--- src/rtl/alu_uart_intf_pkg.sv ---
// Shared constants for the ALU/UART byte sequencer: FSM encoding,
// default widths and the ALU opcode map.
package alu_uart_intf_pkg;

  localparam int DATA_WIDTH_DEF   = 8;
  localparam int OP_WIDTH_DEF     = 6;
  localparam int PARITY_WIDTH_DEF = 1;

  // Sequencer states, 3-bit encoding
  localparam logic [2:0] WAIT_OP1    = 3'd0;
  localparam logic [2:0] WAIT_OP2    = 3'd1;
  localparam logic [2:0] WAIT_OPCODE = 3'd2;
  localparam logic [2:0] EXEC        = 3'd3;
  localparam logic [2:0] WAIT_TX     = 3'd4;

  // ALU opcodes (low OP_WIDTH bits of the received opcode byte)
  localparam logic [5:0] OP_ADD = 6'b100000;
  localparam logic [5:0] OP_SUB = 6'b100010;
  localparam logic [5:0] OP_AND = 6'b100100;
  localparam logic [5:0] OP_OR  = 6'b100101;
  localparam logic [5:0] OP_XOR = 6'b100110;
  localparam logic [5:0] OP_NOR = 6'b100111;
  localparam logic [5:0] OP_SRA = 6'b000011;
  localparam logic [5:0] OP_SRL = 6'b000010;

endpackage

--- src/rtl/alu_uart_intf_if.sv ---
// Bundle of UART RX/TX and ALU signals seen by the sequencer.
// slave = sequencer side, master = surrounding top level / UART / ALU.
interface alu_uart_intf_if #(
  parameter int DATA_WIDTH   = 8,
  parameter int OP_WIDTH     = 6,
  parameter int PARITY_WIDTH = 1
) ();
  logic                    i_rx_done;
  logic [DATA_WIDTH-1:0]   i_rx_data;
  logic [PARITY_WIDTH-1:0] i_rx_parity;
  logic                    i_tx_done;
  logic [DATA_WIDTH-1:0]   i_alu_result;
  logic [DATA_WIDTH-1:0]   o_op1;
  logic [DATA_WIDTH-1:0]   o_op2;
  logic [OP_WIDTH-1:0]     o_opcode;
  logic                    o_tx_signal;
  logic [DATA_WIDTH-1:0]   o_tx_result;
  logic [PARITY_WIDTH-1:0] o_tx_parity;
  logic                    o_busy;
  logic                    o_parity_err;

  modport slave (
    input  i_rx_done, i_rx_data, i_rx_parity, i_tx_done, i_alu_result,
    output o_op1, o_op2, o_opcode, o_tx_signal, o_tx_result, o_tx_parity,
           o_busy, o_parity_err
  );

  modport master (
    output i_rx_done, i_rx_data, i_rx_parity, i_tx_done, i_alu_result,
    input  o_op1, o_op2, o_opcode, o_tx_signal, o_tx_result, o_tx_parity,
           o_busy, o_parity_err
  );
endinterface

--- src/rtl/alu_uart_intf_edge_detect.sv ---
// 1-bit rising-edge detector. A level held high yields a single pulse.
module edge_detect (
  input  logic i_clock,
  input  logic i_reset,
  input  logic i_sig,
  output logic o_rise
);
  logic r_q;

  // Remember last-cycle value of the input
  always_ff @(posedge i_clock or posedge i_reset) begin
    if (i_reset) r_q <= 1'b0;
    else         r_q <= i_sig;
  end

  assign o_rise = i_sig & ~r_q;
endmodule

--- src/rtl/alu_uart_intf.sv ---
// Byte sequencer between UART and combinational ALU: collects op1, op2,
// opcode, launches the ALU result on TX, waits for TX completion.
// Optional macro PARITY_CHECK_EN: reject odd-parity bytes, restart the
// sequence and set a sticky o_parity_err.
module alu_uart_intf
  import alu_uart_intf_pkg::*;
#(
  parameter int DATA_WIDTH   = DATA_WIDTH_DEF,
  parameter int OP_WIDTH     = OP_WIDTH_DEF,
  parameter int PARITY_WIDTH = PARITY_WIDTH_DEF
) (
  input  logic           i_clock,
  input  logic           i_reset,
  alu_uart_intf_if.slave bus
);
  logic [2:0]              r_state;
  logic [DATA_WIDTH-1:0]   r_op1, r_op2, r_tx_result;
  logic [OP_WIDTH-1:0]     r_opcode;
  logic                    r_tx_signal, r_busy, r_parity_err;
  logic [PARITY_WIDTH-1:0] r_tx_parity;
  logic                    w_rx_ev, w_tx_ev, w_rx_bad, w_collecting, w_rx_reject;

  edge_detect u_rx_edge (
    .i_clock (i_clock), .i_reset (i_reset),
    .i_sig   (bus.i_rx_done), .o_rise (w_rx_ev)
  );

  edge_detect u_tx_edge (
    .i_clock (i_clock), .i_reset (i_reset),
    .i_sig   (bus.i_tx_done), .o_rise (w_tx_ev)
  );

  // Only the three collecting states care about incoming bytes
  assign w_collecting = (r_state == WAIT_OP1) || (r_state == WAIT_OP2) ||
                        (r_state == WAIT_OPCODE);

`ifdef PARITY_CHECK_EN
  // Even parity over data plus parity field must come out zero
  assign w_rx_bad = (^bus.i_rx_data) ^ (^bus.i_rx_parity);
`else
  logic w_unused_parity;
  assign w_unused_parity = ^bus.i_rx_parity;
  assign w_rx_bad        = 1'b0;
`endif

  assign w_rx_reject = w_rx_ev & w_rx_bad & w_collecting;

  // Sequencer FSM plus operand/result registers
  always_ff @(posedge i_clock or posedge i_reset) begin
    if (i_reset) begin
      r_state     <= WAIT_OP1;
      r_op1       <= '0;
      r_op2       <= '0;
      r_opcode    <= '0;
      r_tx_result <= '0;
      r_tx_parity <= '0;
      r_tx_signal <= 1'b0;
      r_busy      <= 1'b0;
    end else begin
      r_tx_signal <= 1'b0;
      if (w_rx_reject) begin
        r_state <= WAIT_OP1;
      end else begin
        case (r_state)
          WAIT_OP1: if (w_rx_ev) begin
            r_op1   <= bus.i_rx_data;
            r_state <= WAIT_OP2;
          end
          WAIT_OP2: if (w_rx_ev) begin
            r_op2   <= bus.i_rx_data;
            r_state <= WAIT_OPCODE;
          end
          WAIT_OPCODE: if (w_rx_ev) begin
            r_opcode <= bus.i_rx_data[OP_WIDTH-1:0];
            r_busy   <= 1'b1;
            r_state  <= EXEC;
          end
          EXEC: begin
            r_tx_result <= bus.i_alu_result;
            r_tx_parity <= PARITY_WIDTH'(^bus.i_alu_result);
            r_tx_signal <= 1'b1;
            r_state     <= WAIT_TX;
          end
          WAIT_TX: if (w_tx_ev) begin
            // a byte arriving on this same edge is dropped
            r_busy  <= 1'b0;
            r_state <= WAIT_OP1;
          end
          default: begin
            r_busy  <= 1'b0;
            r_state <= WAIT_OP1;
          end
        endcase
      end
    end
  end

`ifdef PARITY_CHECK_EN
  // Sticky parity error, cleared only by reset
  always_ff @(posedge i_clock or posedge i_reset) begin
    if (i_reset)          r_parity_err <= 1'b0;
    else if (w_rx_reject) r_parity_err <= 1'b1;
  end
`else
  assign r_parity_err = 1'b0;
`endif

  assign bus.o_op1        = r_op1;
  assign bus.o_op2        = r_op2;
  assign bus.o_opcode     = r_opcode;
  assign bus.o_tx_signal  = r_tx_signal;
  assign bus.o_tx_result  = r_tx_result;
  assign bus.o_tx_parity  = r_tx_parity;
  assign bus.o_busy       = r_busy;
  assign bus.o_parity_err = r_parity_err;
endmodule

--- src/flat_wrapper.sv ---
// flat-port wrapper written by rule: the top's interface ports become plain ports
module alu_uart_intf_flat import alu_uart_intf_pkg::*;
#(
  parameter int DATA_WIDTH   = DATA_WIDTH_DEF,
  parameter int OP_WIDTH     = OP_WIDTH_DEF,
  parameter int PARITY_WIDTH = PARITY_WIDTH_DEF
)
  (i_clock, i_reset, bus_i_rx_done, bus_i_rx_data, bus_i_rx_parity, bus_i_tx_done, bus_i_alu_result, bus_o_op1, bus_o_op2, bus_o_opcode, bus_o_tx_signal, bus_o_tx_result, bus_o_tx_parity, bus_o_busy, bus_o_parity_err);
  alu_uart_intf_if #(.DATA_WIDTH(DATA_WIDTH), .OP_WIDTH(OP_WIDTH), .PARITY_WIDTH(PARITY_WIDTH)) bus_i ();
  input  logic i_clock;
  input  logic i_reset;
  input wire logic [$bits(bus_i.i_rx_done)-1:0] bus_i_rx_done;
  input wire logic [$bits(bus_i.i_rx_data)-1:0] bus_i_rx_data;
  input wire logic [$bits(bus_i.i_rx_parity)-1:0] bus_i_rx_parity;
  input wire logic [$bits(bus_i.i_tx_done)-1:0] bus_i_tx_done;
  input wire logic [$bits(bus_i.i_alu_result)-1:0] bus_i_alu_result;
  output wire logic [$bits(bus_i.o_op1)-1:0] bus_o_op1;
  output wire logic [$bits(bus_i.o_op2)-1:0] bus_o_op2;
  output wire logic [$bits(bus_i.o_opcode)-1:0] bus_o_opcode;
  output wire logic [$bits(bus_i.o_tx_signal)-1:0] bus_o_tx_signal;
  output wire logic [$bits(bus_i.o_tx_result)-1:0] bus_o_tx_result;
  output wire logic [$bits(bus_i.o_tx_parity)-1:0] bus_o_tx_parity;
  output wire logic [$bits(bus_i.o_busy)-1:0] bus_o_busy;
  output wire logic [$bits(bus_i.o_parity_err)-1:0] bus_o_parity_err;
  assign bus_i.i_rx_done = bus_i_rx_done;
  assign bus_i.i_rx_data = bus_i_rx_data;
  assign bus_i.i_rx_parity = bus_i_rx_parity;
  assign bus_i.i_tx_done = bus_i_tx_done;
  assign bus_i.i_alu_result = bus_i_alu_result;
  assign bus_o_op1 = bus_i.o_op1;
  assign bus_o_op2 = bus_i.o_op2;
  assign bus_o_opcode = bus_i.o_opcode;
  assign bus_o_tx_signal = bus_i.o_tx_signal;
  assign bus_o_tx_result = bus_i.o_tx_result;
  assign bus_o_tx_parity = bus_i.o_tx_parity;
  assign bus_o_busy = bus_i.o_busy;
  assign bus_o_parity_err = bus_i.o_parity_err;
  alu_uart_intf #(.DATA_WIDTH(DATA_WIDTH), .OP_WIDTH(OP_WIDTH), .PARITY_WIDTH(PARITY_WIDTH)) u_core (.i_clock(i_clock), .i_reset(i_reset), .bus(bus_i));
endmodule
--- config.mk ---
export PLATFORM = sky130hd
export DESIGN_NAME = alu_uart_intf_flat
export DESIGN_NICKNAME = d
export VERILOG_FILES = /design/src/rtl/alu_uart_intf_pkg.sv /design/src/rtl/alu_uart_intf_if.sv /design/src/rtl/alu_uart_intf_edge_detect.sv /design/src/rtl/alu_uart_intf.sv /design/src/flat_wrapper.sv
export SDC_FILE = /design/constraint.sdc
export NUM_CORES = 1
export LEC_CHECK = 0
export ABC_AREA = 1
export CAP_MARGIN = 25
export CORE_ASPECT_RATIO = 0.8
export CORE_MARGIN = 3
export CORE_UTILIZATION = 45
export DETAILED_ROUTE_END_ITERATION = 10
export PLACE_DENSITY = 0.78
export SETUP_SLACK_MARGIN = 0.02
export SLEW_MARGIN = 30
export SYNTH_ARGS = -nofsm -noshare
export SYNTH_HDL_FRONTEND = slang
export SYNTH_SLANG_ARGS = --single-unit
--- constraint.sdc ---
create_clock -name i_clock -period 1.41 [get_ports i_clock]
set_input_delay 0.2115 -clock i_clock [delete_from_list [all_inputs] [get_ports i_clock]]
set_output_delay 0.2115 -clock i_clock [all_outputs]
set_load 0.03 [all_outputs]
==> results.toml, run 1 <==
[run_status]
outcome = "finished, final reports clean"

[sta]
skew_ns = 0.004481
max_freq_mhz = 794.0
hold_violations = 0
fin_tns_setup_ns = 0
period_share = 0.8933
slew_viol_final = 0
min_period_ns = 1.260
grt_setup_unrepaired = "no"
finalSetupViolCount = 0

[finish]
finalInstanceArea_um2 = 2356
nets = 275
fin_util = 0.6651
area_growth_pct = 38.15
insertedDiodeCount = 0
drive_gt1_frac = 0.1490

[placed_design]
gp_congestion = 0.8195
portBuffers = 52
place_area_um2 = 2298
hpwl_mm = 2.575

[floorplan]
die_h_um = 61.06
die_x_um = 74.83
ios = 55
die_area_um2 = 4569
core-area_um2 = 3542
initial_core_util = 0.4815
num_rows = 19

[setup_path]
cp_slowest_stage_delay_ns = 0.48
crit_top_cell = "nand2_1"
crit_chain = "nor3_4, nand2_1, buf_4, nand2_1, o21ai_2"
cp_max_fo = 7
start_kind = "register"
critPathSlowestCell = "dfrtp_2"
required_ns = 1.58
end_kind = "register"
critPathKind = "reg -> reg"
crit_arrival_ns = 1.43

[global_routing]
grt_max_degree = 39
grt_pass1_vias = 1328
antenna_found_initial = 0
grt_pass1_wl_mm = 5.644
gr-total-overflow = 0
grt_usage = 0.1631

[clock_network]
cts.path.max_buffers = 2
h-tree-depth = 2
cts_tree = "built"
numCtsBuffers = 5
cts_setup_buffers = 0
clk_pin_slew_ns = 0.07
clkSinkCount = 38
clk_latency_ns = 0.28
cts_root_buffer = "clkbuf_8"

[yosys]
synth.net_count = 213
synth-edff-count = 0
netlist_instances = 192
ys_async_sr_fraction = 1.000
ys_warn_count = 0
ys_seq_area_frac = 0.5576
synthTopCellsByCount = "nand2_1 (79), dfrtp_1 (38), inv_1 (21), o21ai_0 (16), o21ai_2 (14)"
ys_types = 19
synth_top_flop_cell = "dfrtp_1"
netlist_area_um2 = 1705
synth_top_area_frac = 0.5576
synth_seq_cells = 38
synth_area_leaders = "dfrtp_1 (56%), nand2_1 (17%), o21ai_2 (7.2%)"
yosysMostFrequentCell = "nand2_1"
syn_area_per_cell_um2 = 8.882
yosysTopAreaCell = "dfrtp_1"

[power]
clkPwrFrac = 0.144
intPower_w = 0.002827
p_seq_frac = 0.364
p_total_w = 0.005125
p_sw_w = 0.002298
power.density_nw_per_um2 = 2175
ir_worst_vdd_mv = 1.210
comb_power_share = 0.493
sw_frac_of_total = 0.4484
leakage_nw = 1.281

[drt]
drt_iter0_drc = 54
routed_via_density = 4.643
drc = 0
vias = 1379
routedWlPerCell_um = 11.40
first_pass_iters = 4
ant_nets = 0
routed_wl_mm = 3.386

[min_path]
hold_path.class = "in -> async"

[run]
max_cap_viol_count = 0
==> kinds of logic after synthesis <==
family | after synthesis | synth area share
other | 1 | 0.002199
and+or+nand+nor | 91 | 0.2289
AOI/OAI and AO/OA | 33 | 0.1277
DFF | 38 | 0.5576
buffers and inverters | 29 | 0.08364
==> area by class of cell <==
type	count	area, um^2
clock buffer	7	86.33
inverter	24	90.09
sequential	38	952.2
timing repair buffer	60	551.8
multi-input combinational	125	618.1
tap	42	52.55
clock inverter	1	5.005
fill	321	1186
==> worst max-delay path, delay by kind of cell (launching register included) <==
| kind | cells | cell delay, ns |
|---|---|---|
| flip-flops | 1 | 0.48 |
| AND/OR/NAND/NOR | 3 | 0.44 |
| buffers and inverters | 1 | 0.18 |
| AO/OA/AOI/OAI | 1 | 0.05 |
==> power by group through the flow <==
stage / clock (W) / combinational (W) / sequential [W]
CTS: 0.000761 / 0.00255 / 0.00186
floorplan: 0 / 0.000849 / 0.00275
detailed placement: 0 / 0.00285 / 0.00189
finish: 0.000736 / 0.00252 / 0.00186
global route: 0.000821 / 0.00275 / 0.00194
global placement: 0 / 0.00280 / 0.00187
==> cell usage in the layout, fill, tap and decap left out <==
cell type | Yosys | final
nand2_1 | 79 | 79
dfrtp_1 | 38 | 37
dlygate4sd2_1 | 0 | 33
inv_1 | 21 | 21
clkdlybuf4s50_1 | 0 | 19
o21ai_0 | 16 | 16
o21ai_2 | 14 | 14
buf_4 | 1 | 7
clkbuf_8 | 0 | 6
inv_2 | 3 | 3
nand3_1 | 3 | 3
nor3_4 | 1 | 2
nor2_1 | 2 | 2
nand3_2 | 2 | 2
a21oi_1 | 2 | 2
nand4_1 | 1 | 1
nor2_4 | 1 | 1
o21ai_1 | 1 | 1
nand3b_1 | 1 | 1
conb_1 | 1 | 1
clkinv_2 | 0 | 1
clkbuf_1 | 0 | 1
buf_12 | 0 | 1
dfrtp_2 | 0 | 1
==> sequential cells by signal, summed over array words and instances (netlist names) <==
signal                  cells
u_core.bus.o_op2            8
u_core.bus.o_op1            8
u_core.bus.o_busy           1
u_core.bus.o_opcode         6
u_core.bus.o_tx_signal      1
u_core.u_tx_edge.r_q        1
u_core.bus.o_tx_parity      1
u_core.bus.o_tx_result      8
u_core.r_state              3
u_core.u_rx_edge.r_q        1
==> repair_timing <==
action	4_1_cts	5_1_grt
hold buffers	0	0
resized for setup	33	2
setup endpoints to repair	33	5
==> stage by stage <==
step                setup WS, ns  std cells  hold WS, ns
floorplan                 0.1907        192       0.2429
global placement        -0.07068        289       0.4651
detailed placement      -0.05927        289       0.4685
CTS                      0.07600        297       0.2958
global route             0.05007        297       0.3083
finish                    0.1505        297       0.2901
==> metal layers <==
metal / GRT usage / wire length, um
met3: 0.03915 / 108
met2: 0.2779 / 1653
met4: 0.05330 / 27
met1: 0.2063 / 1597
met5: 0 / 0
==> worst paths after layout <==
path / endpoint / startpoint / slack (ns) / cells after the start
hold / removal: u_core.bus.o_tx_result[2]$_DFFE_PP0P_ / i_reset / 0.29 / 3
max in group asynchronous: u_core.r_state[2]$_DFFE_PP0P_ / i_reset / 0.91 / 3
setup / recovery: u_core.bus.o_opcode[2]$_DFFE_PP0P_ / u_core.r_state[2]$_DFFE_PP0P_ / 0.15 / 5
setup reg to reg: u_core.bus.o_opcode[2]$_DFFE_PP0P_ / u_core.r_state[2]$_DFFE_PP0P_ / 0.15 / 5
hold reg to reg: u_core.bus.o_tx_result[5]$_DFFE_PP0P_ / u_core.bus.o_tx_result[5]$_DFFE_PP0P_ / 0.48 / 2
min in group i_clock: u_core.u_rx_edge.r_q$_DFF_PP0_ / bus_i_rx_done / 0.40 / 1
Note: power is estimated with default switching activity, not from simulation.
==> run 2, diff against run 1 <==
--- a/config.mk
+++ b/config.mk
@@ -9,9 +9,10 @@
 export CAP_MARGIN = 25
 export CORE_ASPECT_RATIO = 0.8
 export CORE_MARGIN = 3
-export CORE_UTILIZATION = 45
+export CORE_UTILIZATION = 47
+export CTS_BUF_LIST = sky130_fd_sc_hd__clkbuf_2
 export DETAILED_ROUTE_END_ITERATION = 10
-export PLACE_DENSITY = 0.78
+export PLACE_DENSITY = 0.81
 export SETUP_SLACK_MARGIN = 0.02
 export SLEW_MARGIN = 30
 export SYNTH_ARGS = -nofsm -noshare
==> results.toml, run 2 (same netlist as run 1, synthesis figures left out) <==
[setup_path]
r2r_cells = 5
crit_path_start = "u_core.bus.o_tx_result[3]$_DFFE_PP0P_"
required_ns = 1.20
crit_arrival_ns = 1.12
critPathSlowestCell = "dfrtp_1"
rr_startpoint = "u_core.r_state[2]$_DFFE_PP0P_"
crit_chain = "clkdlybuf4s15_1"
end_kind = "primary output"
crit_family = "flip-flops"
rrSetupSlack_ns = 0.10
cp.buffers_inverters = 1
cp_max_fo = 2
cp_slowest_stage_delay_ns = 0.42
r2r-end = "u_core.bus.o_opcode[2]$_DFFE_PP0P_"
start_kind = "register"
critPathKind = "reg -> out"

[power]
power.density_nw_per_um2 = 2189
p_total_w = 0.004787
leakage_nw = 1.188
ir_worst_vdd_mv = 1.332

[drt]
first_pass_iters = 4
routed_via_density = 4.713
vias = 1381
ant_nets = 0
routed_wl_mm = 3.537
drt_iter0_drc = 56
routedWlPerCell_um = 12.07
drc = 0

[global_routing]
gr-total-overflow = 0
grt_max_degree = 39
grtUsageMet3 = 0.04874
grt_pass1_wl_mm = 6.134
grt_util_met1 = 0.2233
antenna_found_initial = 0
grt_pass1_vias = 1423
top_usage_layer = "met2"
grt_usage = 0.1845
use_met2 = 0.3146

[clock_network]
clk_latency_ns = 0.37
clk_pin_slew_ns = 0.19
cts_tree = "built"
h-tree-depth = 2
cts_root_buffer = "clkbuf_2"
cts.path.max_buffers = 2
cts_setup_buffers = 0
numCtsBuffers = 5
clkSinkCount = 38

[sta]
grt_setup_unrepaired = "no"
setup_ws_ns = 0.07613
max_freq_mhz = 749.7
min_period_ns = 1.334
skew_ns = 0.003900
finalSetupViolCount = 0
hold_violations = 0
slew_viol_final = 0
period_share = 0.9460

[floorplan]
die_x_um = 73.35
ios = 55
core-area_um2 = 3266
die_h_um = 59.88
die_area_um2 = 4392
initial_core_util = 0.5222
num_rows = 18

[finish]
layout.cells.non_filler = 293
area_growth_pct = 28.25
final_cell_mix = "nand2_1 (79), dfrtp_1 (38), clkbuf_2 (33)"
finalInstanceArea_um2 = 2187
drive_gt1_frac = 0.2648
insertedDiodeCount = 0
fin_util = 0.6697
mostFrequentLayoutCell = "nand2_1"
nets = 273

[placed_design]
portBuffers = 52
hpwl_mm = 2.628
pre_cts_ws_ns = -0.09883
gp_congestion = 0.8144
place_area_um2 = 2281
place_inst = 285

[run_status]
outcome = "finished, final reports clean"

[run]
max_cap_viol_count = 0

[min_path]
hold_path.class = "in -> async"
-- run 2: where the power goes --
part | internal [W] | switching [W] | leakage [nW]
logic | 0.000770 | 0.00166 | 0.687
registers | 0.00156 | 0.000316 | 0.475
clock network | 0.000113 | 0.000363 | 0.0264
-- run 2: what timing repair did --
| item | 4_1_cts | 5_1_grt |
|---|---|---|
| resized for setup | 66 | 32 |
| endpoints found under the hold margin | 0 | 0 |
| endpoints found under the setup margin | 33 | 29 |
| hold buffers | 0 | 0 |
-- run 2: layer usage --
metal / wire length (um) / vias to the layer above
li1: - / 713
met1: 1680 / 634
met2: 1652 / 30
met3: 160 / 4
met4: 44 / 0
met5: 0 / -
-- run 2: worst max path at each step --
stage / end / slack (ns) / cells past startpoint
after floorplan: u_core.bus.o_opcode[0]$_DFFE_PP0P_ / 0.19 / 5
after CTS: bus_o_tx_parity / 0.02 / 1
after global placement: u_core.bus.o_busy$_DFFE_PP0P_ / -0.06 / 9
after detailed placement: u_core.bus.o_busy$_DFFE_PP0P_ / -0.1 / 9
after global routing: bus_o_opcode[1] / 0.02 / 1
final: bus_o_tx_result[3] / 0.08 / 1
-- run 2: layout make-up --
cell class | instances | area [um^2]
sequential | 38 | 950.9
fill | 275 | 1079
tap | 40 | 50.05
clock buffer | 5 | 25.02
multi-input combinational | 125 | 611.8
timing repair buffer | 58 | 442.9
inverter | 24 | 90.09
clock inverter | 3 | 16.27
-- run 2: metrics by stage --
step           hold WS, ns  TNS, ns
2_1_floorplan       0.2429        0
3_3_place_gp        0.4626  -0.7961
3_5_place_dp        0.4701   -1.483
4_1_cts             0.1509        0
5_1_grt             0.1760        0
6_report            0.1566        0
